[config.mk]
export PLATFORM = sky130hd
export DESIGN_NAME = wb_writer
export DESIGN_NICKNAME = d
export VERILOG_FILES = /design/src/rtl/wb_pkg.sv /design/src/rtl/wb_ld_fifo.sv /design/src/rtl/wb_writer.sv
export SDC_FILE = /design/constraint.sdc
export NUM_CORES = 1
export LEC_CHECK = 0
export CAP_MARGIN = 40
export CORE_MARGIN = 1.5
export CORE_UTILIZATION = 40
export DETAILED_ROUTE_END_ITERATION = 16
export DONT_BUFFER_PORTS = 1
export HOLD_SLACK_MARGIN = 0.02
export PLACE_DENSITY = 0.5
export SETUP_SLACK_MARGIN = 0.4
export SLEW_MARGIN = 20
export SYNTH_ARGS = -nofsm -noshare
export SYNTH_HDL_FRONTEND = slang
export SYNTH_HIERARCHICAL = 1
export SYNTH_SLANG_ARGS = --single-unit
[constraint.sdc]
create_clock -name clk -period 9.75 [get_ports clk]
set_clock_uncertainty 0.2 [all_clocks]
set_input_delay 0.975 -clock clk [delete_from_list [all_inputs] [get_ports clk]]
set_output_delay 0.975 -clock clk [all_outputs]
set_load 0.1 [all_outputs]
[src/rtl/wb_pkg.sv]
// Shared writeback definitions: register/word widths, zero constants and the
// write-source selector used by the writeback arbiter.
package wb_pkg;

    localparam int REG_AW = 5;
    localparam int XLEN   = 32;

    localparam logic [REG_AW-1:0] ZEROREG  = 5'd0;
    localparam logic [XLEN-1:0]   ZEROWORD = 32'd0;

    typedef enum logic [1:0] {
        NONE = 2'd0,
        ALU  = 2'd1,
        LD   = 2'd2
    } wb_src_e;

endpackage

[src/rtl/wb_ld_fifo.sv]
// Load-result buffer: DEPTH-entry FIFO with wrap-bit pointers. With WB_BYPASS_EN
// defined it also exposes every entry plus write pointer and fill count.
module wb_ld_fifo
    import wb_pkg::*;
#(
    parameter int DEPTH = 2,
    parameter int AW    = $clog2(DEPTH)
) (
    input  logic                    clk,
    input  logic                    rst_n,
    input  logic                    push,
    input  logic                    pop,
    input  logic [REG_AW-1:0]       push_rd,
    input  logic [XLEN-1:0]         push_data,
    output logic                    full,
    output logic                    empty,
    output logic [REG_AW-1:0]       head_rd,
    output logic [XLEN-1:0]         head_data
`ifdef WB_BYPASS_EN
    ,
    output logic [DEPTH*REG_AW-1:0] ent_rd,
    output logic [DEPTH*XLEN-1:0]   ent_data,
    output logic [AW:0]             wr_ptr,
    output logic [AW:0]             count
`endif
);

    logic [AW:0]        wr_ptr_q, wr_ptr_d;
    logic [AW:0]        rd_ptr_q, rd_ptr_d;
    logic [REG_AW-1:0]  rd_mem_q [DEPTH];
    logic [REG_AW-1:0]  rd_mem_d [DEPTH];
    logic [XLEN-1:0]    data_mem_q [DEPTH];
    logic [XLEN-1:0]    data_mem_d [DEPTH];
    logic               do_push;
    logic               do_pop;

    assign empty     = (wr_ptr_q == rd_ptr_q);
    assign full      = (wr_ptr_q[AW] != rd_ptr_q[AW]) &&
                       (wr_ptr_q[AW-1:0] == rd_ptr_q[AW-1:0]);
    assign do_pop    = pop && !empty;
    // A push into a full buffer is only legal when the head leaves that cycle.
    assign do_push   = push && (!full || do_pop);
    assign head_rd   = rd_mem_q[rd_ptr_q[AW-1:0]];
    assign head_data = data_mem_q[rd_ptr_q[AW-1:0]];

`ifdef WB_BYPASS_EN
    assign wr_ptr = wr_ptr_q;
    assign count  = wr_ptr_q - rd_ptr_q;
    for (genvar g = 0; g < DEPTH; g++) begin : g_readout
        assign ent_rd[g*REG_AW +: REG_AW] = rd_mem_q[g];
        assign ent_data[g*XLEN +: XLEN]   = data_mem_q[g];
    end
`endif

    // Next pointer and storage state.
    always_comb begin
        wr_ptr_d   = wr_ptr_q;
        rd_ptr_d   = rd_ptr_q;
        rd_mem_d   = rd_mem_q;
        data_mem_d = data_mem_q;
        if (do_push) begin
            rd_mem_d[wr_ptr_q[AW-1:0]]   = push_rd;
            data_mem_d[wr_ptr_q[AW-1:0]] = push_data;
            wr_ptr_d                     = wr_ptr_q + (AW+1)'(1);
        end else begin
            wr_ptr_d = wr_ptr_q;
        end
        if (do_pop) begin
            rd_ptr_d = rd_ptr_q + (AW+1)'(1);
        end else begin
            rd_ptr_d = rd_ptr_q;
        end
    end

    // State registers with synchronous active-low reset.
    always_ff @(posedge clk) begin
        if (!rst_n) begin
            wr_ptr_q <= {(AW+1){1'b0}};
            rd_ptr_q <= {(AW+1){1'b0}};
            for (int i = 0; i < DEPTH; i++) begin
                rd_mem_q[i]   <= ZEROREG;
                data_mem_q[i] <= ZEROWORD;
            end
        end else begin
            wr_ptr_q   <= wr_ptr_d;
            rd_ptr_q   <= rd_ptr_d;
            rd_mem_q   <= rd_mem_d;
            data_mem_q <= data_mem_d;
        end
    end

endmodule

[src/rtl/wb_writer.sv]
// Writeback arbiter: merges ALU and buffered load results onto one registered
// register-file write port and tracks pending writes. Optional lookup: WB_BYPASS_EN.
module wb_writer
    import wb_pkg::*;
#(
    parameter int LD_DEPTH = 2
) (
    input  logic        clk,
    input  logic        rst_n,
    input  logic        alu_valid,
    output logic        alu_ready,
    input  logic [4:0]  alu_rd,
    input  logic [31:0] alu_data,
    input  logic        ld_valid,
    output logic        ld_ready,
    input  logic [4:0]  ld_rd,
    input  logic [31:0] ld_data,
    input  logic        iss_valid,
    input  logic [4:0]  iss_rd,
    output logic        RegWrite,
    output logic [4:0]  Rd,
    output logic [31:0] Wr_data,
    output logic [31:0] busy
`ifdef WB_BYPASS_EN
    ,
    input  logic [4:0]  byp_rs,
    output logic        byp_hit,
    output logic [31:0] byp_data
`endif
);

    localparam int AW = $clog2(LD_DEPTH);

    logic              ld_full, ld_empty, ld_push, ld_pop;
    logic [REG_AW-1:0] ld_head_rd;
    logic [XLEN-1:0]   ld_head_data;
    wb_src_e           win_src;
    logic [REG_AW-1:0] win_rd;
    logic [XLEN-1:0]   win_data;
    logic              regwrite_q, regwrite_d;
    logic [REG_AW-1:0] rd_q, rd_d;
    logic [XLEN-1:0]   wr_data_q, wr_data_d;
    logic [XLEN-1:0]   busy_q, busy_d;
    logic [XLEN-1:0]   clr_mask, set_mask;

`ifdef WB_BYPASS_EN
    logic [LD_DEPTH*REG_AW-1:0] ent_rd;
    logic [LD_DEPTH*XLEN-1:0]   ent_data;
    logic [AW:0]                fifo_wr_ptr;
    logic [AW:0]                fifo_count;
`endif

    // Both channels stall while the buffer is full so the head can drain.
    assign alu_ready = rst_n && !ld_full;
    assign ld_ready  = rst_n && !ld_full;
    assign ld_push   = ld_valid && ld_ready;
    assign ld_pop    = (win_src == LD);

    wb_ld_fifo #(.DEPTH(LD_DEPTH), .AW(AW)) u_ld_fifo (
        .clk       (clk),
        .rst_n     (rst_n),
        .push      (ld_push),
        .pop       (ld_pop),
        .push_rd   (ld_rd),
        .push_data (ld_data),
        .full      (ld_full),
        .empty     (ld_empty),
        .head_rd   (ld_head_rd),
        .head_data (ld_head_data)
`ifdef WB_BYPASS_EN
        ,
        .ent_rd    (ent_rd),
        .ent_data  (ent_data),
        .wr_ptr    (fifo_wr_ptr),
        .count     (fifo_count)
`endif
    );

    // Pick this cycle's writer and compute the registered write-port state.
    always_comb begin
        win_src  = NONE;
        win_rd   = ZEROREG;
        win_data = ZEROWORD;
        if (!rst_n) begin
            win_src = NONE;
        end else if (ld_full) begin
            win_src = LD;
        end else if (alu_valid) begin
            win_src = ALU;
        end else if (!ld_empty) begin
            win_src = LD;
        end else begin
            win_src = NONE;
        end
        case (win_src)
            ALU: begin
                win_rd   = alu_rd;
                win_data = alu_data;
            end
            LD: begin
                win_rd   = ld_head_rd;
                win_data = ld_head_data;
            end
            default: begin
                win_rd   = ZEROREG;
                win_data = ZEROWORD;
            end
        endcase
        // Writes to x0 are consumed but never reach the register file.
        regwrite_d = (win_src != NONE) && (win_rd != ZEROREG);
        rd_d       = regwrite_d ? win_rd   : rd_q;
        wr_data_d  = regwrite_d ? win_data : wr_data_q;
        // Set is applied after clear so a same-register reissue stays pending.
        clr_mask   = regwrite_q ? (32'd1 << rd_q) : ZEROWORD;
        set_mask   = (iss_valid && (iss_rd != ZEROREG)) ? (32'd1 << iss_rd) : ZEROWORD;
        busy_d     = (busy_q & ~clr_mask) | set_mask;
    end

    // Write-port and scoreboard registers.
    always_ff @(posedge clk) begin
        if (!rst_n) begin
            regwrite_q <= 1'b0;
            rd_q       <= ZEROREG;
            wr_data_q  <= ZEROWORD;
            busy_q     <= ZEROWORD;
        end else begin
            regwrite_q <= regwrite_d;
            rd_q       <= rd_d;
            wr_data_q  <= wr_data_d;
            busy_q     <= busy_d;
        end
    end

    assign RegWrite = regwrite_q;
    assign Rd       = rd_q;
    assign Wr_data  = wr_data_q;
    assign busy     = busy_q;

`ifdef WB_BYPASS_EN
    logic              byp_found;
    logic [AW-1:0]     byp_idx;

    // Newest-first lookup: the write port, then buffer entries youngest to oldest.
    always_comb begin
        byp_hit   = 1'b0;
        byp_data  = ZEROWORD;
        byp_found = 1'b0;
        byp_idx   = {AW{1'b0}};
        if (byp_rs == ZEROREG) begin
            byp_hit  = 1'b0;
            byp_data = ZEROWORD;
        end else if (regwrite_q && (rd_q == byp_rs)) begin
            byp_hit  = 1'b1;
            byp_data = wr_data_q;
        end else begin
            for (int k = 0; k < LD_DEPTH; k++) begin
                byp_idx = fifo_wr_ptr[AW-1:0] - AW'(k + 1);
                if (!byp_found && ((AW+1)'(k) < fifo_count) &&
                    (ent_rd[int'(byp_idx)*REG_AW +: REG_AW] == byp_rs)) begin
                    byp_found = 1'b1;
                    byp_hit   = 1'b1;
                    byp_data  = ent_data[int'(byp_idx)*XLEN +: XLEN];
                end else begin
                    byp_found = byp_found;
                end
            end
        end
    end
`endif

endmodule

After elaboration in Yosys (flattened, before gate mapping)
Cells that the tools add are included.

storage, ports and cells
  register bits = 148
  latch bits = 0
  bits in writable memories = 0
  memory bits (read-only) = 0
  bits of input ports = 84
  word-level logic and storage cells = 61
  memories kept = 0

operators by class
  add/sub/neg operators = 2
  multiply operators = 0
  div/mod/pow operators = 0
  magnitude comparators = 3
  eq/ne operators = 5
  shift operators = 2
  multiplexer cells = 20
  bitwise gates (word level) = 5
  reductions and logical operators = 14

operators with widths
  cell                                                      count
  2-to-1 mux 32 bit                                         6
  bitwise mux 64 bit                                        1
  case mux 32 bit (2 select lines)                          1
  left shift 1 x 5 -> 32 bit, first input constant          2
  AND 32 bit                                                1
  demux 32 bit (select 1 bit)                               1
  inverter 32 bit                                           1
  OR 32 bit                                                 1
  2-to-1 mux 5 bit                                          4
  bitwise mux 10 bit                                        1
  case mux 5 bit (2 select lines)                           1
  nonzero test 5 bit                                        2
  logical AND 1 bit                                         8
  2-to-1 mux 2 bit                                          4
  demux 5 bit (select 1 bit)                                1
  adder 2 x 1 -> 2 bit, second input constant               2
  greater-or-equal comparator 2 bit, second input constant  2
  inverter 1 -> 2 bit                                       2
  == test 2 x 1 -> 1 bit, second input constant             1
  == test 2 bit                                             1
  == test 2 bit, second input constant                      1
  zero test 1 bit                                           2
  < comparator 2 x 1 -> 1 bit, second input constant        1
  nonzero test 2 bit                                        1
  other kinds (3)                                           3

Depth between registers and ports, before layout
  word-level depth = 9
  mapped depth = 14
  depth with buffers taken out = 10

By module
The synthesis kept the hierarchy.

modules (own cells, without submodules)
  module      times used  cells an instance  area an instance (um2)  sequential area each (um2)
  wb_ld_fifo  1           355                3454.6                  1561.5
  wb_writer   1           375                3420.8                  1401.3

Least setup slack after synthesis
OpenSTA, ideal clock, no wires.

  kind = input to register
  start = input rst_n
  end = register wr_data_q[0], in the netlist Wr_data[0]
  data arrival time = 4.348 ns
  required time = 9.426 ns
  path slack = 5.078 ns
  cell stages on the path = 11
  path buffers = 3
  cell sequence = clkbuf_1 > nor2b_1 > and2_1 > inv_1 > ha_1 > buf_6 > a22oi_2 > a41oi_2 > o211ai_4 > buf_8 > o22ai_2

on the way
  cells in the longest elaborated chain, start to end = 5
  elaborated cells between the ends (all ways) = 8

ends and longest elaborated chain
  element                          line              text
  from (decl)                      wb_writer.sv:9    input logic rst_n,
  2-to-1 mux 2 bit (*)             wb_writer.sv:84   if (!rst_n) begin
  == test 2 bit (*)                --
  via ld_pop                       wb_writer.sv:34   logic ld_full, ld_empty, ld_push, ld_pop;
  case mux 5 bit (2 select lines)  wb_writer.sv:95   case (win_src)
  nonzero test 5 bit               wb_writer.sv:110  regwrite_d = (win_src != NONE) && (win_rd != ZEROREG);
  logical AND 1 bit                wb_writer.sv:110
  to (signal assigned)             wb_writer.sv:129  wr_data_q <= wr_data_d;
  to (decl)                        wb_writer.sv:42   logic [XLEN-1:0] wr_data_q, wr_data_d;

The timed path passes the listed nets; every way through them passes the cells marked *.
A chain may end at the register's enable or synchronous reset.

Worst setup path in the final report
  start = register u_ld_fifo.rd_ptr_q[0]
  end = register wr_data_q[16], in the netlist Wr_data[16]

on the way
  elaborated cells between the ends (all ways) = 21

RTL lines
  element                          line              text
  from (decl)                      wb_ld_fifo.sv:29  logic [AW:0] rd_ptr_q, rd_ptr_d;
  from (signal assigned)           wb_ld_fifo.sv:79  rd_ptr_q <= {(AW+1){1'b0}};
  from (signal assigned)           wb_ld_fifo.sv:86  rd_ptr_q <= rd_ptr_d;
  == test 1 bit (*)                wb_ld_fifo.sv:39  (wr_ptr_q[AW-1:0] == rd_ptr_q[AW-1:0]);
  logical AND 1 bit (*)            wb_ld_fifo.sv:38  assign full = (wr_ptr_q[AW] != rd_ptr_q[AW]) &&
  via ld_full                      wb_writer.sv:34
  2-to-1 mux 2 bit (*)             wb_writer.sv:86   end else if (ld_full) begin
  2-to-1 mux 2 bit (*)             wb_writer.sv:84
  == test 2 bit (*)                --
  via ld_pop                       wb_writer.sv:34
  case mux 5 bit (2 select lines)  wb_writer.sv:95
  nonzero test 5 bit               wb_writer.sv:110
  logical AND 1 bit                wb_writer.sv:110

The timed path passes the listed nets; every way through them passes the cells marked *. The select of a mux whose other input is x is not followed.

==> flow_metrics.tcl <==
set metrics [dict create \
    critPathArrivalTime_ns 4.54 \
    crit_path_start "u_ld_fifo/rd_ptr_q[0]$_SDFFE_PN0P_" \
    synth_cell_types 45 \
    leakagePower_nw 3.18 \
    m1WireLength_mm 8.17 \
    dp_hpwl_mm 12.1 \
    yosys_register_bits 148 \
    wl_met2_mm 8.55 \
    cap_violations 0 \
    worstPathCellList "xor2_1, nor2_1, nor2b_4, buf_4, and2_1, inv_1, ha_2, buf_16, a22oi_1, nor2_1, o211ai_4, buf_4, o22ai_2" \
    path_buf_inv 4 \
    place_area_mm2 0.00820 \
    insertion_delay_ns 0.42 \
    drcViolationCount 0 \
    nNetsFinal 857 \
    row_count 47 \
    synthTopCellsByArea "dfxtp_1 43%, mux2i_1 11%, nand2_1 9.9%" \
    max_stage_delay_ns 0.66 \
    whs_path_depth 2 \
    criticalPathCategory "flop to flop" \
    crit_slowest_cell "o211ai_4" \
    clkPwrFrac_pct 48.8 \
    synthDominantCellAreaShare_pct 43.1 \
    dr_total_vias 5388 \
    rsz0062_at_grt "no" \
    first_pass_iters 4 \
    r2r-start "u_ld_fifo/rd_ptr_q[0]$_SDFFE_PN0P_" \
    die_area_mm2 0.0180 \
    syn2layout_area_growth_pct 28.7 \
    grt_max_degree 189 \
    netSwitchingPower_mw 0.353 \
    max_freq_mhz 225 \
    met3WireLength_mm 1.06 \
    start_kind "flop" \
    syn_nets 817 \
    cp-endpoint "Wr_data[16]$_SDFFE_PN0P_" \
    core_mm2 0.0167 \
    postCtsSetupBuffers 0 \
    place_congestion 0.754 \
    tightest_slew_ns 0.760 \
    outcome "finished clean" \
    end_kind "flop" \
    diodes 0 \
    io_pins 156 \
    slew_viol_final 0 \
    synth_top_flop_cell "dfxtp_1" \
    yosys-top-cells-count "182 x nand2_1, 148 x dfxtp_1, 76 x mux2i_1" \
    power_frac_seq_pct 42.9 \
    top_layer_used "met4" \
    power_density_mw_per_mm2 166 \
    ys_seq_area_share_pct 43.1 \
    hp-class "flop to flop" \
    path_clk_slew_ns 0.06 \
    reg2reg_depth 13 \
    setup_violations 0 \
    cts_tree "yes" \
    setup_tns_ns 0 \
    cts_buffers 17 \
    io_buffer_count 0 \
    yosysMostFrequentCell "nand2_1" \
    drt_iter0_markers 285 \
    syn-cell-area_mm2 0.00688 \
    r2r-end "Wr_data[16]$_SDFFE_PN0P_" \
    grt-ovfl-total 0 \
    syn_area_per_cell_um2 9.42 \
    crit_required_ns 9.85 \
    post_drt_via_cell_ratio 5.37 \
    clockBufferDepth 2 \
    critPathTopFamily "buffers and inverters" \
    postRouteAntennaNets 0 \
    root_buffer "clkbuf_16" \
    yosys_warnings 6 \
    cts_max_level 4 \
    swShare_pct 24.1 \
    synth_enable_flop_cells 0 \
    irDropWorstVdd_mv 0.139 \
    finalCritPeriodShare_pct 45.6 \
    die_w_um 134 \
    combPwrFrac_pct 8.3 \
    antenna_found_initial 0 \
    die_y_um 134 \
    async_flop_share_pct 0 \
    wirelength_mm 18.0 \
    grt_first_pass_wirelength_mm 28.6 \
    slew_headroom_pct 49.1 \
    final_cell_area_mm2 0.00885 \
    post_drt_wl_per_cell_um 17.9 \
    path_max_fanout 24 \
    grt_use_total_pct 20.3 \
    postCtsResizedCells 0 \
    grt_pass1_vias 5393 \
    cts_sinks 148 \
    hold_violations 0 \
    syn_inst 730 \
    worst-path-stages 13 \
    yosysTopAreaCell "dfxtp_1" \
    p_int_mw 1.11 \
    ctsHoldBuffers 0 \
    drive_gt1_share_pct 24.6 \
    r2r_slack_ns 5.31 \
    fin_crit_ns 4.44 \
    start_util_pct 41.2 \
]
## worst min-delay path: stages (launching register included)
cell,delay [ns]
dfxtp_1,0.31
nand2_1,0.05
mux2i_1,0.05
## logic make-up after synthesis
group	after synthesis	synth area share, %
compound gates	157	18.8
xor+xnor	3	0.491
mux	113	17.1
buf+inv	64	5.13
simple gates	242	14.8
fa+ha+maj	3	0.546
flops	148	43.1
## stage by stage
step                      cells  hold WS (ns)  total power, mW  setup WS (ns)  util (%)
after floorplan             730         0.231            0.745           5.08         -
after global placement      904         0.239            0.750           4.75      41.7
after detailed placement    971         0.247            0.764           5.22      49.1
after CTS                  1003         0.257             1.48           5.29      53.0
after global routing       1003         0.275             1.52           5.03      53.0
final                      1003         0.254             1.46           5.31      53.0
## layer usage
metal | GRT usage, % | vias to the layer above
met3 | 6.84 | 12
met5 | 0 | -
met4 | 5.44 | 0
met1 | 26.0 | 2593
met2 | 32.8 | 147
li1 | - | 2636
## worst min-delay path by stage
stage	to	slack, ns	start
after floorplan	u_ld_fifo/data_mem_q[0]$_SDFFE_PN0P_	0.23	u_ld_fifo/data_mem_q[0]$_SDFFE_PN0P_
after global placement	u_ld_fifo/data_mem_q[3]$_SDFFE_PN0P_	0.24	u_ld_fifo/data_mem_q[3]$_SDFFE_PN0P_
after detailed placement	u_ld_fifo/rd_mem_q[2]$_SDFFE_PN0P_	0.25	u_ld_fifo/rd_mem_q[2]$_SDFFE_PN0P_
after CTS	u_ld_fifo/data_mem_q[30]$_SDFFE_PN0P_	0.26	u_ld_fifo/data_mem_q[30]$_SDFFE_PN0P_
after global routing	u_ld_fifo/rd_mem_q[1]$_SDFFE_PN0P_	0.27	u_ld_fifo/rd_mem_q[1]$_SDFFE_PN0P_
final	u_ld_fifo/data_mem_q[19]$_SDFFE_PN0P_	0.25	u_ld_fifo/data_mem_q[19]$_SDFFE_PN0P_
## state kept, by name, summed over array words and instances (netlist names)
name	count
busy	32
Wr_data	32
u_ld_fifo/wr_ptr_q	2
u_ld_fifo/rd_ptr_q	2
RegWrite	1
u_ld_fifo/rd_mem_q	10
u_ld_fifo/data_mem_q	64
Rd	5
## power groups by stage
stage          Combinational, mW  Clock, mW  Sequential, mW
3_5_place_dp               0.122          0           0.642
6_report                   0.122      0.714           0.629
4_1_cts                    0.123      0.732           0.629
5_1_grt                    0.131      0.761           0.630
3_3_place_gp              0.0942          0           0.656
2_1_floorplan             0.0883          0           0.657
## layout make-up
cell class	instances	area (µm²)
clock buffers	19	453
clock inverters	13	198
fillers	1501	7850
inverters	7	26.3
multi-input cells	518	3610
flip-flops and latches	148	2960
well taps	220	275
repair buffers	78	1320
## layout by cell type, fill, tap and decap left out, types with 3 or more instances in the layout
| cell | n |
|---|---|
| a22oi_1 | 33 |
| o22ai_1 | 4 |
| mux2i_1 | 76 |
| nor3_1 | 4 |
| o31ai_1 | 3 |
| clkbuf_16 | 17 |
| mux2_2 | 37 |
| clkinv_4 | 5 |
| nor2_1 | 12 |
| a21o_1 | 3 |
| a21oi_1 | 6 |
| nand2_1 | 182 |
| dfxtp_1 | 147 |
| inv_6 | 3 |
| a21boi_0 | 33 |
| nand4_1 | 3 |
| buf_16 | 18 |
| nor2b_1 | 8 |
| o22ai_2 | 28 |
| nand3_1 | 10 |
| buf_4 | 11 |
| inv_1 | 7 |
| bufinv_16 | 4 |
| buf_8 | 47 |
| nand2b_1 | 9 |
| and2_1 | 6 |
| o311a_1 | 3 |
| o21ai_0 | 30 |
Power figures use the tool's default switching activity.
